## src/rtl/rs_encoder_lfsr.sv

```systemverilog
// Systematic byte-serial RS(K+NSYM,K) encoder over GF(2^8) (poly 0x11D, alpha=0x02), division LFSR.
// Latency: each accepted symbol appears on dout one cycle later; NSYM parity symbols follow with no gap.
// Backpressure: none on output; din_ready is low while parity shifts out, high otherwise.

// Combinational GF(2^8) multiplier, reduction by x^8+x^4+x^3+x^2+1.
module gf256_mul (
  input  logic [7:0] i_a,
  input  logic [7:0] i_b,
  output logic [7:0] o_p
);
  logic [7:0] w_acc;
  logic [7:0] w_sh;

  // Shift-and-add product: accumulate a*x^k for each set bit of b, reducing as we go.
  always_comb begin
    w_acc = 8'h00;
    w_sh  = i_a;
    for (int k = 0; k < 8; k++) begin
      if (i_b[k]) w_acc = w_acc ^ w_sh;
      w_sh = {w_sh[6:0], 1'b0} ^ (w_sh[7] ? 8'h1D : 8'h00);
    end
    o_p = w_acc;
  end
endmodule

module rs_encoder_lfsr #(
  parameter int K    = 239,
  parameter int NSYM = 16
) (
  input  logic       i_clk,
  input  logic       i_reset,        // asynchronous, active-low
  input  logic [7:0] i_din,
  input  logic       i_din_valid,
  input  logic       i_start,
  output logic       o_din_ready,
  output logic [7:0] o_dout,
  output logic       o_dout_valid,
  output logic       o_dout_sop,
  output logic       o_dout_eop,
  output logic       o_parity_flag,
  output logic       o_abort,
  output logic       o_busy
);

  // Elaboration-time GF multiply, used only to build the generator table.
  function automatic logic [7:0] f_gmul(input logic [7:0] a, input logic [7:0] b);
    logic [7:0] acc;
    logic [7:0] sh;
    acc = 8'h00;
    sh  = a;
    for (int k = 0; k < 8; k++) begin
      if (b[k]) acc = acc ^ sh;
      sh = {sh[6:0], 1'b0} ^ (sh[7] ? 8'h1D : 8'h00);
    end
    return acc;
  endfunction

  // g(x) = prod (x + alpha^i), i=0..NSYM-1; returns g_0..g_{NSYM-1} (g_NSYM = 1 is implied).
  function automatic logic [8*NSYM-1:0] f_gen_poly();
    logic [8*(NSYM+1)-1:0] g;
    logic [7:0]            root;
    g        = '0;
    g[7:0]   = 8'h01;
    root     = 8'h01;
    for (int i = 0; i < NSYM; i++) begin
      for (int j = i + 1; j > 0; j--)
        g[j*8 +: 8] = g[(j-1)*8 +: 8] ^ f_gmul(g[j*8 +: 8], root);
      g[7:0] = f_gmul(g[7:0], root);
      root   = f_gmul(root, 8'h02);
    end
    return g[8*NSYM-1:0];
  endfunction

  localparam logic [8*NSYM-1:0] GEN       = f_gen_poly();
  localparam logic [7:0]        K_CNT     = 8'(K);
  localparam logic [7:0]        NSYM_LAST = 8'(NSYM - 1);

  typedef enum logic [1:0] {S_IDLE, S_MSG, S_PAR} state_t;

  state_t     r_state;
  state_t     w_state_nxt;
  logic [7:0] r_p [NSYM];
  logic [7:0] r_cnt;
  logic [7:0] r_dout;
  logic       r_dout_valid;
  logic       r_dout_sop;
  logic       r_dout_eop;
  logic       r_parity_flag;
  logic       r_abort;

  logic       w_accept;
  logic       w_restart;
  logic       w_msg_step;
  logic       w_msg_done;
  logic       w_par_done;
  logic [7:0] w_fb;
  logic [7:0] w_msg_cnt;
  logic [7:0] w_prod  [NSYM];
  logic [7:0] w_p_upd [NSYM];

  assign o_din_ready = (r_state != S_PAR);
  assign o_busy      = (r_state != S_IDLE);
  assign w_accept    = i_din_valid && o_din_ready;
  // A start with an accept always begins a fresh codeword, from IDLE or mid-message.
  assign w_restart   = w_accept && i_start;
  assign w_msg_step  = w_restart || (w_accept && (r_state == S_MSG));
  // On a fresh codeword the LFSR is treated as already cleared.
  assign w_fb        = i_din ^ (w_restart ? 8'h00 : r_p[NSYM-1]);
  assign w_msg_cnt   = w_restart ? 8'd1 : (r_cnt + 8'd1);
  assign w_msg_done  = (w_msg_cnt == K_CNT);
  assign w_par_done  = (r_cnt == NSYM_LAST);

  for (genvar gi = 0; gi < NSYM; gi++) begin : g_mul
    gf256_mul u_mul (
      .i_a (w_fb),
      .i_b (GEN[gi*8 +: 8]),
      .o_p (w_prod[gi])
    );
  end

  // LFSR division step: shift up and add fb * g_i into every tap.
  always_comb begin
    w_p_upd[0] = w_prod[0];
    for (int i = 1; i < NSYM; i++)
      w_p_upd[i] = (w_restart ? 8'h00 : r_p[i-1]) ^ w_prod[i];
  end

  // Next-state logic: message phase ends on the K-th symbol, parity phase after NSYM shifts.
  always_comb begin
    w_state_nxt = r_state;
    case (r_state)
      S_IDLE, S_MSG: begin
        if (w_msg_step) w_state_nxt = w_msg_done ? S_PAR : S_MSG;
      end
      S_PAR: begin
        if (w_par_done) w_state_nxt = S_IDLE;
      end
      default: w_state_nxt = S_IDLE;
    endcase
  end

  // State register.
  always_ff @(posedge i_clk or negedge i_reset) begin
    if (!i_reset) r_state <= S_IDLE;
    else          r_state <= w_state_nxt;
  end

  // Datapath: LFSR update, symbol counter and registered output stream.
  always_ff @(posedge i_clk or negedge i_reset) begin
    if (!i_reset) begin
      for (int i = 0; i < NSYM; i++) r_p[i] <= 8'h00;
      r_cnt         <= 8'd0;
      r_dout        <= 8'h00;
      r_dout_valid  <= 1'b0;
      r_dout_sop    <= 1'b0;
      r_dout_eop    <= 1'b0;
      r_parity_flag <= 1'b0;
      r_abort       <= 1'b0;
    end else begin
      r_dout_valid  <= 1'b0;
      r_dout_sop    <= 1'b0;
      r_dout_eop    <= 1'b0;
      r_parity_flag <= 1'b0;
      r_abort       <= 1'b0;
      case (r_state)
        S_IDLE, S_MSG: begin
          if (w_msg_step) begin
            for (int i = 0; i < NSYM; i++) r_p[i] <= w_p_upd[i];
            // The counter is reused to count parity shifts, so it restarts at zero.
            r_cnt        <= w_msg_done ? 8'd0 : w_msg_cnt;
            r_dout       <= i_din;
            r_dout_valid <= 1'b1;
            r_dout_sop   <= w_restart;
            r_abort      <= w_restart && (r_state == S_MSG);
          end
        end
        S_PAR: begin
          r_dout <= r_p[NSYM-1];
          for (int i = 1; i < NSYM; i++) r_p[i] <= r_p[i-1];
          r_p[0]        <= 8'h00;
          r_dout_valid  <= 1'b1;
          r_parity_flag <= 1'b1;
          r_dout_eop    <= w_par_done;
          r_cnt         <= w_par_done ? 8'd0 : (r_cnt + 8'd1);
        end
        default: ;
      endcase
    end
  end

  assign o_dout        = r_dout;
  assign o_dout_valid  = r_dout_valid;
  assign o_dout_sop    = r_dout_sop;
  assign o_dout_eop    = r_dout_eop;
  assign o_parity_flag = r_parity_flag;
  assign o_abort       = r_abort;

endmodule

```

## config.mk

```make
export PLATFORM = sky130hd
export DESIGN_NAME = rs_encoder_lfsr
export DESIGN_NICKNAME = d
export VERILOG_FILES = /design/src/rtl/rs_encoder_lfsr.sv
export SDC_FILE = /design/constraint.sdc
export NUM_CORES = 1
export LEC_CHECK = 0
export ABC_AREA = 1
export CAP_MARGIN = 20
export CORE_MARGIN = 5
export CORE_UTILIZATION = 28
export CTS_CLUSTER_SIZE = 25
export DETAILED_ROUTE_END_ITERATION = 10
export RECOVER_POWER = 100
export SYNTH_ARGS = -nofsm -noshare
export SYNTH_HDL_FRONTEND = slang
export SYNTH_SLANG_ARGS = --single-unit
```

## constraint.sdc

```tcl
create_clock -name i_clk -period 2.2 [get_ports i_clk]
set_input_delay 0.44 -clock i_clk [delete_from_list [all_inputs] [get_ports i_clk]]
set_output_delay 0.44 -clock i_clk [all_outputs]
set_load 0.005 [all_outputs]
```

==> results of run 1 <==
-- where the power goes --
part | internal, mW | total, mW | switching, mW
clock network | 1.86 | 3.18 | 1.32
registers | 4.08 | 4.95 | 0.876
logic | 9.61 | 20.5 | 10.9
-- state kept, by name (all words and copies together), names as in the netlist --
name and count:
r_p 128, o_dout 8, r_cnt 8, r_state 2, o_abort 1, o_dout_eop 1
o_dout_sop 1, o_dout_valid 1, o_parity_flag 1
-- worst max path at each step --
stage	from	endpoint	slack (ns)	depth (start not counted)
floorplan	i_din_valid	r_p[51]	-0.02	16
global placement	i_din_valid	r_p[86]	-1.08	18
detailed placement	i_din_valid	r_p[86]	-1.10	18
CTS	r_state[1]	o_din_ready	-0.23	4
global route	r_state[0]	r_p[24]	-0.43	17
finish	r_state[0]	r_p[24]	-0.32	17
-- metal layers --
layer  wire [um]  up-vias  share of wire
li1            -     4935              -
met1       15600     5068           0.43
met5           0        -              0
met3        2120      103          0.058
met4        1610        0          0.044
met2       17100      345           0.47
-- worst max-delay path, cell delays in order (launching register included) --
cell and delay [ns]:
dfrtp_1 0.39, inv_2 0.08, nand2_4 0.07, nand2_8 0.13
buf_12 0.15, nand2_8 0.06, nand2_4 0.09, nand2_8 0.09
buf_12 0.17, nand2_8 0.08, nand2_8 0.10, buf_6 0.15
xor2_2 0.19, nand2_1 0.09, nand3_2 0.14, or2_1 0.28
nand3_1 0.07, nand2_1 0.05
-- synth_stat cells, drive strengths merged --
| cell | count | area (um^2) |
|---|---|---|
| nor3 | 5 | 25.0 |
| clkbuf | 44 | 165 |
| or2 | 10 | 65.1 |
| clkinv | 1 | 5.00 |
| xnor2 | 70 | 632 |
| a31oi | 11 | 68.8 |
| inv | 71 | 267 |
| nor2 | 48 | 188 |
| nand2 | 596 | 2330 |
| ha | 1 | 12.5 |
| xnor3 | 1 | 22.5 |
| o31ai | 1 | 7.51 |
| a21oi | 7 | 35.0 |
| a22o | 1 | 8.76 |
| o22ai | 6 | 37.5 |
| dfrtp | 151 | 3780 |
| nand3 | 129 | 661 |
| nand3b | 8 | 60.1 |
| nand4 | 23 | 144 |
| o211ai | 2 | 15.0 |
| o21ai | 113 | 566 |
| nor3b | 1 | 7.51 |
| xor2 | 64 | 624 |
| buf | 28 | 185 |
-- cell type report --
class	instances	area, um^2
inverters	72	295
clock buffers	19	453
flip-flops and latches	151	3780
multi-input cells	1097	7410
clock inverters	13	168
well taps	461	577
fillers	3248	19600
repair buffers	304	2900
-- through the flow --
step	instances	TNS [ns]	instance area (um^2)	total power [mW]	hold slack (ns)
global route	2117	-38.68	15600	30.4	0.498
finish	2117	-19.03	15600	28.7	0.478
floorplan	1392	-0.0708	10000	13.4	0.144
global placement	2023	-104.18	12300	19.2	0.359
CTS	2096	-9.89	14600	25.9	0.469
detailed placement	2023	-109.95	12300	19.5	0.366
-- logic make-up (layout without fill, tap and decap cells) --
kind of cell               after synthesis  count (layout)  synth area share
xor gates and xnor gates               135             135             0.129
AOI/OAI and AO/OA                      141             141            0.0745
DFF                                    151             151             0.381
buffers and inverters                  144             408            0.0628
and+or+nand+nor                        820             820             0.351
adders and majority gates                1               1           0.00126
-- what timing repair did --
| item | 4_1_cts | 5_1_grt |
|---|---|---|
| gates resized for setup | 338 | 188 |
| cloned | 4 | 0 |
| setup endpoints to repair | 128 | 127 |
| setup buffers | 43 | 26 |
| hold endpoints to repair | 32 | 0 |
| pin swaps | 101 | 86 |
| hold buffers | 1 | 0 |
==> results.yml, run 1 <==
sta:
  hold_viol: 0
  tightest_slew_ns: 0.893
  grt_setup_unrepaired: "true"
  setup_viol: 113
  drv_slew: 0
  timing.final.ws_setup_ns: -0.320
  min_period_over_period: 1.15
  fmax_ghz: 0.397
  relSlewSlack: 0.405
  skew_ns: 0.0151
  post-route-min-period_ns: 2.52
final_layout:
  drive_gt1_frac: 0.385
  diodes: 0
  final_common_cell: "nand2_1"
  layout_common_cells: "nand2_1 (438), buf_4 (193), dfrtp_1 (151)"
  final_util: 0.442
  area_growth_pct: 57.3
  nets: 1656
critical_path:
  reg2reg_to: "r_p[24]"
  path_class: "flop to flop"
  r2r_cells: 17
  reg2reg_from: "r_state[0]"
  cp.arrival_ns: 2.85
  reg2reg_slack_ns: -0.32
  cp_max_fo: 7
  cp-end-kind: "flop"
  startpoint_type: "flop"
  required_ns: 2.53
route:
  detail-route-antenna-nets: 0
  via_count: 10500
  post_drt_via_cell_ratio: 4.94
  drc: 0
  dr.pass1.iters: 5
  drtIter0Drc: 1000
  wl_per_cell_um: 17.2
  drt_wl_total_um: 36400
clocking:
  htreeDepth: 4
  tritoncts: "yes"
  cts.sinks: 151
  numCtsBuffers: 17
  cts.path.max_buffers: 2
  cts.clk_slew.worst_paths_ns: 0.07
  clk_latency_ns: 0.44
  cts_root_buffer: "clkbuf_16"
place:
  dp_slack_ns: -1.10
  place.gp.congestion: 0.951
  dp_hpwl_um: 23300
  port_buffers: 26
grt:
  grt-busiest-layer: "met2"
  use_met1: 0.244
  gr-total-overflow: 0
  antenna_found_initial: 0
  grt_pass1_vias: 10000
  track_usage: 0.178
  grt_util_met3: 0.0272
  grt_max_degree: 70
  grt_pass1_wl_um: 55100
  use_met2: 0.284
run_status:
  status: "complete, but fails checks"
  violations: "setup timing"
yosys:
  synth_cell_types: 39
  synth_seq_area_share: 0.381
  postSynthNetCount: 1405
  avgSynthCellArea_um2: 7.12
  netlist_area_mm2: 0.00991
  yosys_warnings: 0
  synthCells: 1392
  synth.ff_latch_count: 151
floorplanning:
  die-area_mm2: 0.0393
  num_rows: 69
  die_w_um: 198
  floorplan.initialDensity: 0.281
  die_h_um: 198
  num_io_pins: 27
  core-area_mm2: 0.0352
run:
  maxCapViolCount: 0
pwr:
  p_per_area_mw_per_mm2: 1840
  max-vdd-ir-drop_mv: 0.781
  p_leak_nw: 7.64
min_path:
  min_to: "r_p[27]"
  hp-start: "r_p[27]"
  hold_path.class: "flop to flop"
  hold_depth: 2
(Power assumes the default switching activity.)
==> run 2: changes to the inputs <==
--- a/config.mk
+++ b/config.mk
@@ -7,6 +7,7 @@
 export LEC_CHECK = 0
 export ABC_AREA = 1
 export CAP_MARGIN = 20
+export CORE_ASPECT_RATIO = 0.7
 export CORE_MARGIN = 5
 export CORE_UTILIZATION = 28
 export CTS_CLUSTER_SIZE = 25
==> run 2 against run 1 <==
The run still ends with setup timing left. Via count fell by 0.79%. Final cell count rose by 0.43%. Sequential cell count did not move. Critical path type unchanged. Critical endpoint is now r_p[103]. Highest routed layer unchanged.
==> results.yml, run 2 (synthesized netlist as in run 1, its figures left out) <==
min_path:
  hp-start: "r_p[98]"
  hold_path.class: "flop to flop"
  min_to: "r_p[98]"
  hold_depth: 2
route:
  drc: 0
  dr.pass1.iters: 5
  drt_wl_total_um: 36300
  drtIter0Drc: 1019
  detail-route-antenna-nets: 0
  post_drt_via_cell_ratio: 4.88
  via_count: 10400
  wl_per_cell_um: 17.1
pwr:
  power.share.clock: 0.117
  swShare: 0.455
  seq_power_share: 0.180
  p_per_area_mw_per_mm2: 1810
  max-vdd-ir-drop_mv: 0.847
  netSwitchingPower_mw: 12.5
  p_leak_nw: 7.41
  finalPower_mw: 27.5
  intPower_mw: 15.0
  combPwrFrac: 0.703
final_layout:
  fill_cells: 3371
  diodes: 0
  final_common_cell: "nand2_1"
  regArea_mm2: 0.00378
  multi_input_area_mm2: 0.00705
  layout_common_cells: "nand2_1 (473), buf_4 (205), dfrtp_1 (150)"
  nets: 1655
  regMostFlops: "r_p"
  largest_reg_flops: 128
  drive_gt1_frac: 0.349
  area_growth_pct: 53.4
place:
  port_buffers: 26
  dp_hpwl_um: 24900
  place.gp.congestion: 0.940
run_status:
  status: "complete, but fails checks"
  violations: "setup timing"
sta:
  fmax_ghz: 0.400
  grt_setup_unrepaired: "true"
  post-route-min-period_ns: 2.50
  drv_slew: 0
  skew_ns: 0.0127
  timing.final.ws_setup_ns: -0.302
  setup_viol: 98
  relSlewSlack: 0.0678
  hold_viol: 0
  whs_ns: 0.478
  min_period_over_period: 1.14
  fin_tns_setup_ns: -14.37
  tightest_slew_ns: 1.40
clocking:
  htreeDepth: 4
  tritoncts: "yes"
  cts.path.max_buffers: 2
  numCtsBuffers: 17
  clk_latency_ns: 0.45
  cts.clk_slew.worst_paths_ns: 0.07
  cts.sinks: 151
  cts_root_buffer: "clkbuf_16"
critical_path:
  reg2reg_slack_ns: -0.30
  r2r_cells: 16
  reg2reg_to: "r_p[103]"
  reg2reg_from: "r_state[0]"
  cp.arrival_ns: 2.84
  cp_max_fo: 8
  cp-end-kind: "flop"
  required_ns: 2.54
  startpoint_type: "flop"
  path_class: "flop to flop"
  setup.worst_path.start: "r_state[0]"
run:
  maxCapViolCount: 0
floorplanning:
  die_w_um: 235
  core-area_mm2: 0.0348
  num_io_pins: 27
  die_h_um: 167
  num_rows: 57
  floorplan.initialDensity: 0.285
  die-area_mm2: 0.0393
grt:
  grt_pass1_vias: 9746
  antenna_found_initial: 0
  track_usage: 0.180
  grt_max_degree: 91
  gr-total-overflow: 0
  grt_pass1_wl_um: 56200
## run 2: cell count changes in the layout (fill, tap and decap cells not counted), moves of 13 or more
cell / delta
nand3_1: +21
nand2_4: -13
o21ai_0: +14
nand2_2: -15
nand3_2: -19
nand2_1: +35
buf_6: -18
## run 2: how the worst max path moves through the flow
stage          endpoint  slack [ns]  cells past startpoint
2_1_floorplan   r_p[51]       -0.02                     16
3_3_place_gp    r_p[89]       -1.12                     17
3_5_place_dp    r_p[89]       -1.12                     17
4_1_cts        r_p[118]       -0.18                     17
5_1_grt         r_p[53]       -0.41                     16
6_report       r_p[103]       -0.30                     16
## run 2: area by class of cell
cell class	instances	share of cell area
tap	472	0.0389
sequential	151	0.249
multi-input combinational	1099	0.464
clock buffer	17	0.0280
clock inverter	14	0.0132
inverter	72	0.0188
timing repair buffer	301	0.188
## run 2: timing repair
item                                   in CTS  in global routing
gates resized for setup                   242                158
gates cloned                                4                  1
setup buffers                              38                 26
setup endpoints to repair                 128                125
hold buffers                                1                  0
endpoints found under the hold margin      47                  0
pin swaps                                  65                 55
## run 2: metrics by stage
step	setup slack, ns	area [um^2]	util	cells
after floorplan	-0.0182	10000	-	1392
after global placement	-1.12	12300	0.352	2028
after detailed placement	-1.12	12300	0.352	2028
after CTS	-0.179	14400	0.413	2100
after global routing	-0.413	15200	0.437	2126
final	-0.302	15200	0.437	2126
## run 2: critical path, stage by stage (launching register included)
cell,delay [ns]
dfrtp_1,0.39
inv_2,0.12
nand2_8,0.12
nand2_8,0.14
buf_6,0.12
nand3_4,0.08
nand2_8,0.14
nand2_8,0.07
nand2_8,0.10
nand2_4,0.05
nand2_4,0.10
clkinvlp_4,0.24
buf_4,0.22
buf_4,0.12
o22ai_2,0.16
xnor2_1,0.13
o21ai_1,0.07
## run 2: power by group through the flow
stage | clock network, mW | logic [mW] | registers (mW)
detailed placement | 0 | 14.5 | 4.93
floorplan | 0 | 8.77 | 4.67
CTS | 3.27 | 17.4 | 4.91
finish | 3.22 | 19.3 | 4.95
global route | 3.39 | 20.9 | 5.10
global placement | 0 | 14.3 | 4.90
## run 2: metal layers
layer	wire length [um]	track usage
met5	0	0
met4	542	0.0416
met3	3300	0.0501
met2	14900	0.245
met1	17600	0.280
==> run 3: changes to the inputs <==
--- a/config.mk
+++ b/config.mk
@@ -10,9 +10,12 @@
 export CORE_ASPECT_RATIO = 0.7
 export CORE_MARGIN = 5
 export CORE_UTILIZATION = 28
+export CTS_BUF_LIST = sky130_fd_sc_hd__clkbuf_4 sky130_fd_sc_hd__clkbuf_8 sky130_fd_sc_hd__clkbuf_16
 export CTS_CLUSTER_SIZE = 25
 export DETAILED_ROUTE_END_ITERATION = 10
+export HOLD_SLACK_MARGIN = 0.08
 export RECOVER_POWER = 100
+export SLEW_MARGIN = 20
 export SYNTH_ARGS = -nofsm -noshare
 export SYNTH_HDL_FRONTEND = slang
 export SYNTH_SLANG_ARGS = --single-unit
==> results of run 3 <==
The final DEF is identical to that of run 2; final timing and power are the same.
